## config.mk

```make
export PLATFORM = sky130hd
export DESIGN_NAME = rx_word_packer
export DESIGN_NICKNAME = d
export VERILOG_FILES = /design/src/rtl/rx_pkg.sv /design/src/rtl/sync_fifo.sv /design/src/rtl/rx_word_packer.sv
export SDC_FILE = /design/constraint.sdc
export NUM_CORES = 1
export LEC_CHECK = 0
export CORE_MARGIN = 1
export CORE_UTILIZATION = 45
export CTS_BUF_LIST = sky130_fd_sc_hd__clkbuf_2 sky130_fd_sc_hd__clkbuf_4 sky130_fd_sc_hd__clkbuf_8
export CTS_CLUSTER_SIZE = 30
export DETAILED_ROUTE_END_ITERATION = 10
export PLACE_DENSITY = 0.65
export SLEW_MARGIN = 20
export SYNTH_ARGS = -nofsm -noshare
export SYNTH_HDL_FRONTEND = slang
export SYNTH_SLANG_ARGS = --single-unit
```

## constraint.sdc

```tcl
create_clock -name CLK -period 2.3 [get_ports CLK]
set_input_delay 0.345 -clock CLK [delete_from_list [all_inputs] [get_ports CLK]]
set_output_delay 0.345 -clock CLK [all_outputs]
set_load 0.02 [all_outputs]
```

## src/rtl/rx_pkg.sv

```systemverilog
// Shared constants and types for the receive path.
package rx_pkg;

  localparam int unsigned CLK_HZ            = 50_000_000;
  localparam int unsigned BAUD_DIV          = 5208;
  // Ten bit times without a new sample marks a partial word as stale.
  localparam int unsigned TIMEOUT_DEFAULT   = 10 * BAUD_DIV;
  localparam int unsigned WORD_BITS_DEFAULT = 8;

  typedef enum logic {
    IDLE,
    COLLECT
  } packer_state_t;

endpackage

```

## src/rtl/sync_fifo.sv

```systemverilog
// First-word-fall-through FIFO with occupancy count.
//   CLK, RST        clock, synchronous active-high reset
//   push/push_data  write request; accepted when push_ok is high
//   push_ok         room available (or a pop is freeing a slot this cycle)
//   pop             read request; ignored when valid is low
//   pop_data        head word, zero when empty
//   valid           FIFO not empty
//   level           number of stored words
module sync_fifo #(
  parameter int unsigned WIDTH = 8,
  parameter int unsigned DEPTH = 4,
  localparam int unsigned PW   = $clog2(DEPTH),
  localparam int unsigned LW   = PW + 1
) (
  input  logic             CLK,
  input  logic             RST,
  input  logic             push,
  input  logic [WIDTH-1:0] push_data,
  output logic             push_ok,
  input  logic             pop,
  output logic [WIDTH-1:0] pop_data,
  output logic             valid,
  output logic [LW-1:0]    level
);

  logic [WIDTH-1:0] mem [DEPTH];
  logic [PW-1:0]    wr_ptr;
  logic [PW-1:0]    rd_ptr;
  logic             do_push;
  logic             do_pop;

  assign valid    = (level != '0);
  assign do_pop   = pop & valid;
  assign push_ok  = (level != LW'(DEPTH)) | do_pop;
  assign do_push  = push & push_ok;
  assign pop_data = valid ? mem[rd_ptr] : '0;

  always_ff @(posedge CLK) begin
    if (do_push) begin
      mem[wr_ptr] <= push_data;
    end
  end

  // Pointers wrap naturally since DEPTH is a power of two.
  always_ff @(posedge CLK) begin
    if (RST) begin
      wr_ptr <= '0;
      rd_ptr <= '0;
      level  <= '0;
    end else begin
      if (do_push) wr_ptr <= wr_ptr + PW'(1);
      if (do_pop)  rd_ptr <= rd_ptr + PW'(1);
      case ({do_push, do_pop})
        2'b10:   level <= level + LW'(1);
        2'b01:   level <= level - LW'(1);
        default: level <= level;
      endcase
    end
  end

endmodule

```

## src/rtl/rx_word_packer.sv

```systemverilog
// Packs receiver samples (LSB first) into words and buffers them.
//   CLK, RST   clock, synchronous active-high reset
//   DI         sampled bit, asynchronous, stable while enviando is high
//   enviando   sample-present level, asynchronous
//   CLR_OVF    clears OVERFLOW
//   READY      consumer takes DATA this cycle
//   DATA       head word (FWFT), VALID = FIFO not empty, LEVEL = words held
//   OVERFLOW   sticky: a completed word was dropped
//   ABORT      one-cycle pulse: partial word discarded by timeout
module rx_word_packer
  import rx_pkg::*;
#(
  parameter int unsigned WORD_BITS      = WORD_BITS_DEFAULT,
  parameter int unsigned FIFO_DEPTH     = 4,
  parameter int unsigned TIMEOUT_CYCLES = TIMEOUT_DEFAULT,
  localparam int unsigned LW            = $clog2(FIFO_DEPTH) + 1
) (
  input  logic                 CLK,
  input  logic                 RST,
  input  logic                 DI,
  input  logic                 enviando,
  input  logic                 CLR_OVF,
  input  logic                 READY,
  output logic [WORD_BITS-1:0] DATA,
  output logic                 VALID,
  output logic [LW-1:0]        LEVEL,
  output logic                 OVERFLOW,
  output logic                 ABORT
);

  localparam int unsigned CNT_W = $clog2(WORD_BITS);
  localparam int unsigned TO_W  = $clog2(TIMEOUT_CYCLES);

  logic di_s1, di_s2;
  logic en_s1, en_s2, en_s3;
  logic sample_evt;

  packer_state_t        state, state_nxt;
  logic [WORD_BITS-1:0] shreg, shreg_nxt;
  logic [CNT_W-1:0]     bit_cnt, bit_cnt_nxt;
  logic [TO_W-1:0]      to_cnt, to_cnt_nxt;
  logic                 word_done, word_done_nxt;
  logic                 expire;

  logic                 push_ok;
  logic                 overflow_q;

  always_ff @(posedge CLK) begin
    if (RST) begin
      di_s1 <= 1'b0;
      di_s2 <= 1'b0;
      en_s1 <= 1'b0;
      en_s2 <= 1'b0;
      en_s3 <= 1'b0;
    end else begin
      di_s1 <= DI;
      di_s2 <= di_s1;
      en_s1 <= enviando;
      en_s2 <= en_s1;
      en_s3 <= en_s2;
    end
  end

  assign sample_evt = en_s2 & ~en_s3;
  assign expire     = (state == COLLECT) && (to_cnt == TO_W'(TIMEOUT_CYCLES - 1));

  always_comb begin
    logic [WORD_BITS-1:0] base_sh;
    logic [CNT_W-1:0]     base_cnt;
    state_nxt     = state;
    shreg_nxt     = shreg;
    bit_cnt_nxt   = bit_cnt;
    to_cnt_nxt    = to_cnt;
    word_done_nxt = 1'b0;
    base_sh       = shreg;
    base_cnt      = bit_cnt;

    if (expire) begin
      base_sh     = '0;
      base_cnt    = '0;
      shreg_nxt   = '0;
      bit_cnt_nxt = '0;
      to_cnt_nxt  = '0;
      state_nxt   = IDLE;
    end

    // A sample coinciding with expiry starts a fresh word from the cleared state.
    if (sample_evt) begin
      shreg_nxt  = {di_s2, base_sh[WORD_BITS-1:1]};
      to_cnt_nxt = '0;
      if (base_cnt == CNT_W'(WORD_BITS - 1)) begin
        bit_cnt_nxt   = '0;
        word_done_nxt = 1'b1;
        state_nxt     = IDLE;
      end else begin
        bit_cnt_nxt = base_cnt + CNT_W'(1);
        state_nxt   = COLLECT;
      end
    end else if (state == COLLECT && !expire) begin
      to_cnt_nxt = to_cnt + TO_W'(1);
    end
  end

  always_ff @(posedge CLK) begin
    if (RST) begin
      state     <= IDLE;
      shreg     <= '0;
      bit_cnt   <= '0;
      to_cnt    <= '0;
      word_done <= 1'b0;
    end else begin
      state     <= state_nxt;
      shreg     <= shreg_nxt;
      bit_cnt   <= bit_cnt_nxt;
      to_cnt    <= to_cnt_nxt;
      word_done <= word_done_nxt;
    end
  end

  sync_fifo #(
    .WIDTH (WORD_BITS),
    .DEPTH (FIFO_DEPTH)
  ) u_fifo (
    .CLK       (CLK),
    .RST       (RST),
    .push      (word_done),
    .push_data (shreg),
    .push_ok   (push_ok),
    .pop       (READY),
    .pop_data  (DATA),
    .valid     (VALID),
    .level     (LEVEL)
  );

  always_ff @(posedge CLK) begin
    if (RST) begin
      overflow_q <= 1'b0;
    end else if (word_done && !push_ok) begin
      overflow_q <= 1'b1;
    end else if (CLR_OVF) begin
      overflow_q <= 1'b0;
    end
  end

  assign OVERFLOW = overflow_q;
  assign ABORT    = expire & ~RST;

endmodule

```

== After elaboration in Yosys (flattened, before gate mapping) ==
Memory sizes are Yosys's and may differ from the RTL's. A register that Yosys moved wholly into a read port is not among the register bits.
Cells that the tools add are included.
Word-level totals
  flip-flop bits (word level): 42
  RAM bits: 32
  input bits: 6
  output and inout bits: 14
  memories: 1
Operators by class
  add/subtract/negate cells: 6
  equality and inequality tests: 5
  mux-type cells: 19
  bitwise logic cells: 8
  reduce and logical (&&, ||, !) cells: 12
Memory list
  u_fifo.mem: words 4, width 8, read ports 1, clocked after memory_dff 1, wr ports 1, RTL line sync_fifo.sv:26  | logic [WIDTH-1:0] mem [DEPTH];
Operators with widths (count)
  16-bit two-way mux: 2
  8-bit two-way mux: 3
  16-bit by 1-bit adder with 16-bit output (second input constant): 1
  16-bit equality test (second input constant): 1
  3-bit two-way mux: 3
  1-bit two-way mux: 8
  2-bit nonzero test: 4
  3-bit by 1-bit adder with 3-bit output (second input constant): 2
  3-bit one-hot mux with 2 select lines: 1
  2-bit by 1-bit adder with 2-bit output (second input constant): 2
  1-bit AND: 4
  2-bit two-way mux: 2
  2-bit OR reduction: 2
  3-bit equality test (second input constant): 1
  1-bit logical AND: 3
  3-bit != test (second input constant): 1
  1-bit inverter: 3
  3-bit nonzero test: 1
  3-bit by 1-bit subtractor with 3-bit output (second input constant): 1
  2-bit by 1-bit equality test with 1-bit output (second input constant): 1
  2-bit equality test (second input constant): 1
  1-bit zero test: 2
  1-bit bitwise OR: 1

== Depth between registers and ports, before layout ==
Gate-level depths: netlist (run 1).
  word-level depth: 6
  depth in mapped cells: 9
  mapped depth without buffers: 8

== Hierarchy ==
From an unflattened synthesis (run 1), not the netlist that was laid out.
Second synthesis, totals
  cells, all modules: 280
  area total of the unflattened synthesis: 3210.6 um^2
Modules (own cells, without submodules)
  sync_fifo: times used 1, cells each 116, area an instance 1760.4 um^2, seq. area each 1141.1 um^2
  rx_word_packer: times used 1, cells each 164, area an instance 1450.1 um^2, seq. area each 700.7 um^2

== Worst setup path after synthesis (run 1) ==
Ideal clock, no wire load.
  path type: reg2reg
  from: reg to_cnt[10]
  to: reg bit_cnt[2]
  arrival: 2.360 ns
  required time: 2.183 ns
  slack: -0.177 ns
  cell stages (with the launch flop): 8
  buffers on the path: 1
  period minus slack after synthesis: 2.477 ns
  cell sequence: dfxtp_1 -> or4b_1 -> or4_4 -> buf_6 -> and2_2 -> ha_1 -> ha_1 -> a32o_1
Between the ends
  longest elaborated chain between the ends: 6
Ends and longest elaborated chain
  start: declaration: RTL line rx_word_packer.sv:41  | logic [TO_W-1:0] to_cnt, to_cnt_nxt;
  start signal: assignment: RTL line rx_word_packer.sv:115  | to_cnt <= to_cnt_nxt;
  16-bit equality test *: RTL line rx_word_packer.sv:65  | assign expire = (state == COLLECT) && (to_cnt == TO_W'(TIMEOUT_CYCLES - 1));
  1-bit logical AND *: RTL line rx_word_packer.sv:65
  3-bit two-way mux *
  3-bit by 1-bit adder with 3-bit output or 3-bit equality test (tied branches): RTL line rx_word_packer.sv:96, rx_word_packer.sv:91
  3-bit two-way mux: RTL line rx_word_packer.sv:91  | if (base_cnt == CNT_W'(WORD_BITS - 1)) begin
  3-bit two-way mux *: RTL line rx_word_packer.sv:88  | if (sample_evt) begin
  end signal: assignment: RTL line rx_word_packer.sv:114  | bit_cnt <= bit_cnt_nxt;
  end: declaration: RTL line rx_word_packer.sv:40  | logic [CNT_W-1:0] bit_cnt, bit_cnt_nxt;
Mark *: on every way between the ends. The rest lies on a longest branch, timed or not.
A chain may end at the register's enable or synchronous reset.

== Worst setup path in the final report (run 1) ==
  from: reg to_cnt[7]
  to: reg bit_cnt[2]
The elaborated chain is that of the path after synthesis.

==> results of run 1 <==
-- state kept, by name (all words and copies together) (netlist names), named ones only --
signal,count
OVERFLOW,1
bit_cnt,3
di_s1,1
di_s2,1
en_s1,1
en_s2,1
en_s3,1
shreg,8
state,1
to_cnt,16
u_fifo.level,3
u_fifo.mem,32
u_fifo.rd_ptr,2
u_fifo.wr_ptr,2
word_done,1
-- cell usage in the layout (no fill, tap or decap), types with 4 or more instances in the layout --
master,count
clkdlybuf4s50_1,10
nand4_1,7
nor2b_1,8
a21oi_1,4
inv_1,6
xor2_1,5
nand3_1,6
a22oi_1,6
mux4_2,8
edfxtp_1,32
clkbuf_8,9
dfxtp_1,42
dlygate4sd2_1,8
and2_1,16
nor4_1,5
nand2_1,12
buf_4,31
ha_1,5
nor2_1,33
nor3_1,7
xnor2_1,14
-- per-stage QoR --
stage / setup slack [ns] / TNS, ns / hold slack [ns]
after global routing: -0.06419 / -0.1743 / 0.4766
after floorplan: 0.05116 / 0 / 0.4138
after global placement: -0.1304 / -0.1304 / 0.4188
after CTS: -0.03363 / -0.04751 / 0.4459
after detailed placement: -0.1342 / -0.1342 / 0.4283
final: -0.02105 / -0.03147 / 0.4424
-- cell type report --
cell class | count | area [sq um]
inverter | 6 | 22.52
clock buffer | 10 | 131.4
fill | 558 | 2898
clock inverter | 5 | 77.57
sequential | 76 | 1844
multi-input combinational | 170 | 1255
timing repair buffer | 52 | 445.4
tap | 96 | 120.1
-- power groups by stage --
stage,clock network [mW],logic (mW),registers [mW]
finish,1.08,0.0570,1.40
global route,1.16,0.0631,1.40
CTS,1.11,0.0570,1.40
detailed placement,0,0.0564,1.43
global placement,0,0.0558,1.43
floorplan,0,0.0336,1.43
-- worst paths after layout --
path / startpoint / endpoint / slack, ns / depth (start not counted)
setup / recovery: to_cnt[7] / bit_cnt[2] / -0.02 / 7
hold / removal: di_s1 / di_s2 / 0.44 / 1
setup reg to reg: to_cnt[7] / bit_cnt[2] / -0.02 / 7
hold reg to reg: di_s1 / di_s2 / 0.44 / 1
-- routing by layer --
| layer | GRT usage (%) | share of wire, % |
|---|---|---|
| met5 | 0 | 0 |
| met4 | 9.242 | 2.0 |
| met3 | 4.524 | 3.0 |
| met2 | 28.22 | 48 |
| met1 | 20.94 | 47 |
-- what timing repair did --
action | 4_1_cts | 5_1_grt
resized for setup | 15 | 2
setup endpoints to repair | 9 | 3
gates cloned | 0 | 0
buffers inserted | 1 | 1
pin swaps | 1 | 2
hold endpoints to repair | 0 | 0
hold buffers | 0 | 0
-- logic make-up after synthesis --
kind of cell               after synthesis  synth area share [%]
AOI/OAI and AO/OA                       23                 5.127
muxes                                   11                 6.836
xor gates and xnor gates                19                 5.286
buffers and inverters                   20                 2.663
and+or+nand+nor                        109                 18.16
adders and majority gates                8                 3.418
DFF                                     76                 58.51
==> impl_metrics.json, run 1 <==
{
  "starting_drc_count_in_detailed_routing": 81,
  "postPlaceCellArea_sq_mm": 0.003671,
  "tritoncts": "done",
  "hold_class": "flip-flop to flip-flop",
  "synth_flop_cell": "dfxtp_1",
  "syn_area_sq_mm": 0.003148,
  "antenna_found_initial": 0,
  "setup_viol_count_final": 3,
  "hpwlAfterDp_microns": 3844,
  "syn-instance-count": 266,
  "clock_sinks": 76,
  "cap_viol_max_count": 0,
  "critical_path.cell_chain": "or4bb_1 > or4_4 > buf_6 > and2_4 > ha_4 > ha_4 > a32o_1",
  "synth_top_cells_by_count": "44 x dfxtp_1, 34 x nor2_1, 32 x edfxtp_1",
  "drt-total-wl_microns": 5707,
  "worst-slew-pin-transition_ns": 1.029,
  "die_width_microns": 85.64,
  "peak_supply_drop_mv": 0.4311,
  "final-max-slew-violation-count": 0,
  "clockBufferDepth": 2,
  "cts_htree_levels": 3,
  "drt-wirelength-per-cell_microns": 13.75,
  "place.gp.congestion": 0.7889,
  "layout.nets": 329,
  "clk-insertion-delay-late_ns": 0.35,
  "synth_largest_type_area_fraction_pct": 30.52,
  "postSynthAreaPerCell_sq_um": 11.83,
  "switching_share_pct": 19.70,
  "worst_path_largest_cell_delay_ns": 0.53,
  "initial_core_util_pct": 46.34,
  "critPathKind": "flip-flop to flip-flop",
  "cellLeakagePower_nw": 1.455,
  "worst-path-max-fanout": 6,
  "clock-skew-final_ns": 0.007922,
  "synth_enable_flop_cells": 32,
  "clock_power_share_pct": 42.5,
  "netlist-cell-type-count": 40,
  "maxClockFrequency_mhz": 430.8,
  "critical_path_slowest_stage_cell": "or4bb_1",
  "dieArea_sq_mm": 0.007334,
  "placed_cells": 398,
  "post-route-util_pct": 57.35,
  "cellInternalPower_mw": 2.039,
  "synth.most_common_cell": "dfxtp_1",
  "synthArstFlopShare_pct": 0,
  "startpoint_type": "flip-flop",
  "timing.critical_path.arrival_ns": 2.56,
  "synth_top_cells_by_area": "edfxtp_1 31%, dfxtp_1 28%, mux4_2 5.7%",
  "final_design_instance_area_without_fill_sq_mm": 0.003896,
  "synth.net_count": 280,
  "dieHeight_microns": 85.64,
  "hold_viol_final": 0,
  "portion_of_total_power_attributed_to_combinational_logic_pct": 2.2,
  "antenna-diode-count": 0,
  "period_share_pct": 100.9,
  "firstDrtPassIters": 4,
  "post_drt_via_cell_ratio": 5.005,
  "via_count_of_the_first_global_routing_pass": 1982,
  "postRouteAntennaNets": 0,
  "layout.cells.non_filler": 415,
  "path_buf_inv": 1,
  "crit_path_frequent_cell": "ha_4",
  "finalPower_mw": 2.539,
  "grt_first_pass_wirelength_microns": 9466,
  "worst_setup_ep_type": "flip-flop",
  "standard_cell_row_count": 30,
  "cts_clock_pin_slew_for_the_worst_setup_and_hold_paths_ns": 0.08,
  "final_layout_size_suffix_gt1_share_pct": 22.26,
  "detail_route.drc_violations": 0,
  "final.setup.worst_slack_ns": -0.02105,
  "required_time_reported_for_the_critical_path_endpoint_ns": 2.54,
  "synth.yosys.seq_area_share_pct": 58.51,
  "global_routing_usage_summed_across_all_routing_layers_pct": 17.25,
  "max-slew-margin-rel_pct": 31.27,
  "cellPowerDensity_mw_per_mm2": 651.8,
  "clock-root-buffer": "clkbuf_8",
  "cts-buffers-inserted": 9,
  "yosysWarnings": 0,
  "post-synth-top-area-cell": "edfxtp_1",
  "route.vias.total": 2077,
  "pwr-share-seq_pct": 55.2,
  "synth.ff_latch_count": 76,
  "io_buffers": 19,
  "final.min_clock_period_ns": 2.321,
  "grt.overflow.total": 0,
  "maximum_number_of_pins_on_one_net_before_global_route_repair": 15,
  "coreArea_sq_mm": 0.006794,
  "io_pins": 20,
  "cpLargestDelayFamily": "simple AND/OR/NAND/NOR gates",
  "areaGrowthSynthToFinish_pct": 23.77,
  "switchingPower_mw": 0.5002,
  "violated_checks": "setup timing",
  "outcome": "complete, but fails checks",
  "grt_setup_unrepaired": "true"
}
Note: power is estimated with default switching activity, not from simulation.
==> run 2, diff against run 1 <==
- CAP_MARGIN: not set -> 20
==> results of run 2 <==
Same layout as run 1: the final DEF is identical, and so are final timing and power.
==> run 3, diff against run 2 <==
- SLEW_MARGIN: 20 -> 5
==> results of run 3 <==
Same layout as run 1: the final DEF is identical, and so are final timing and power.
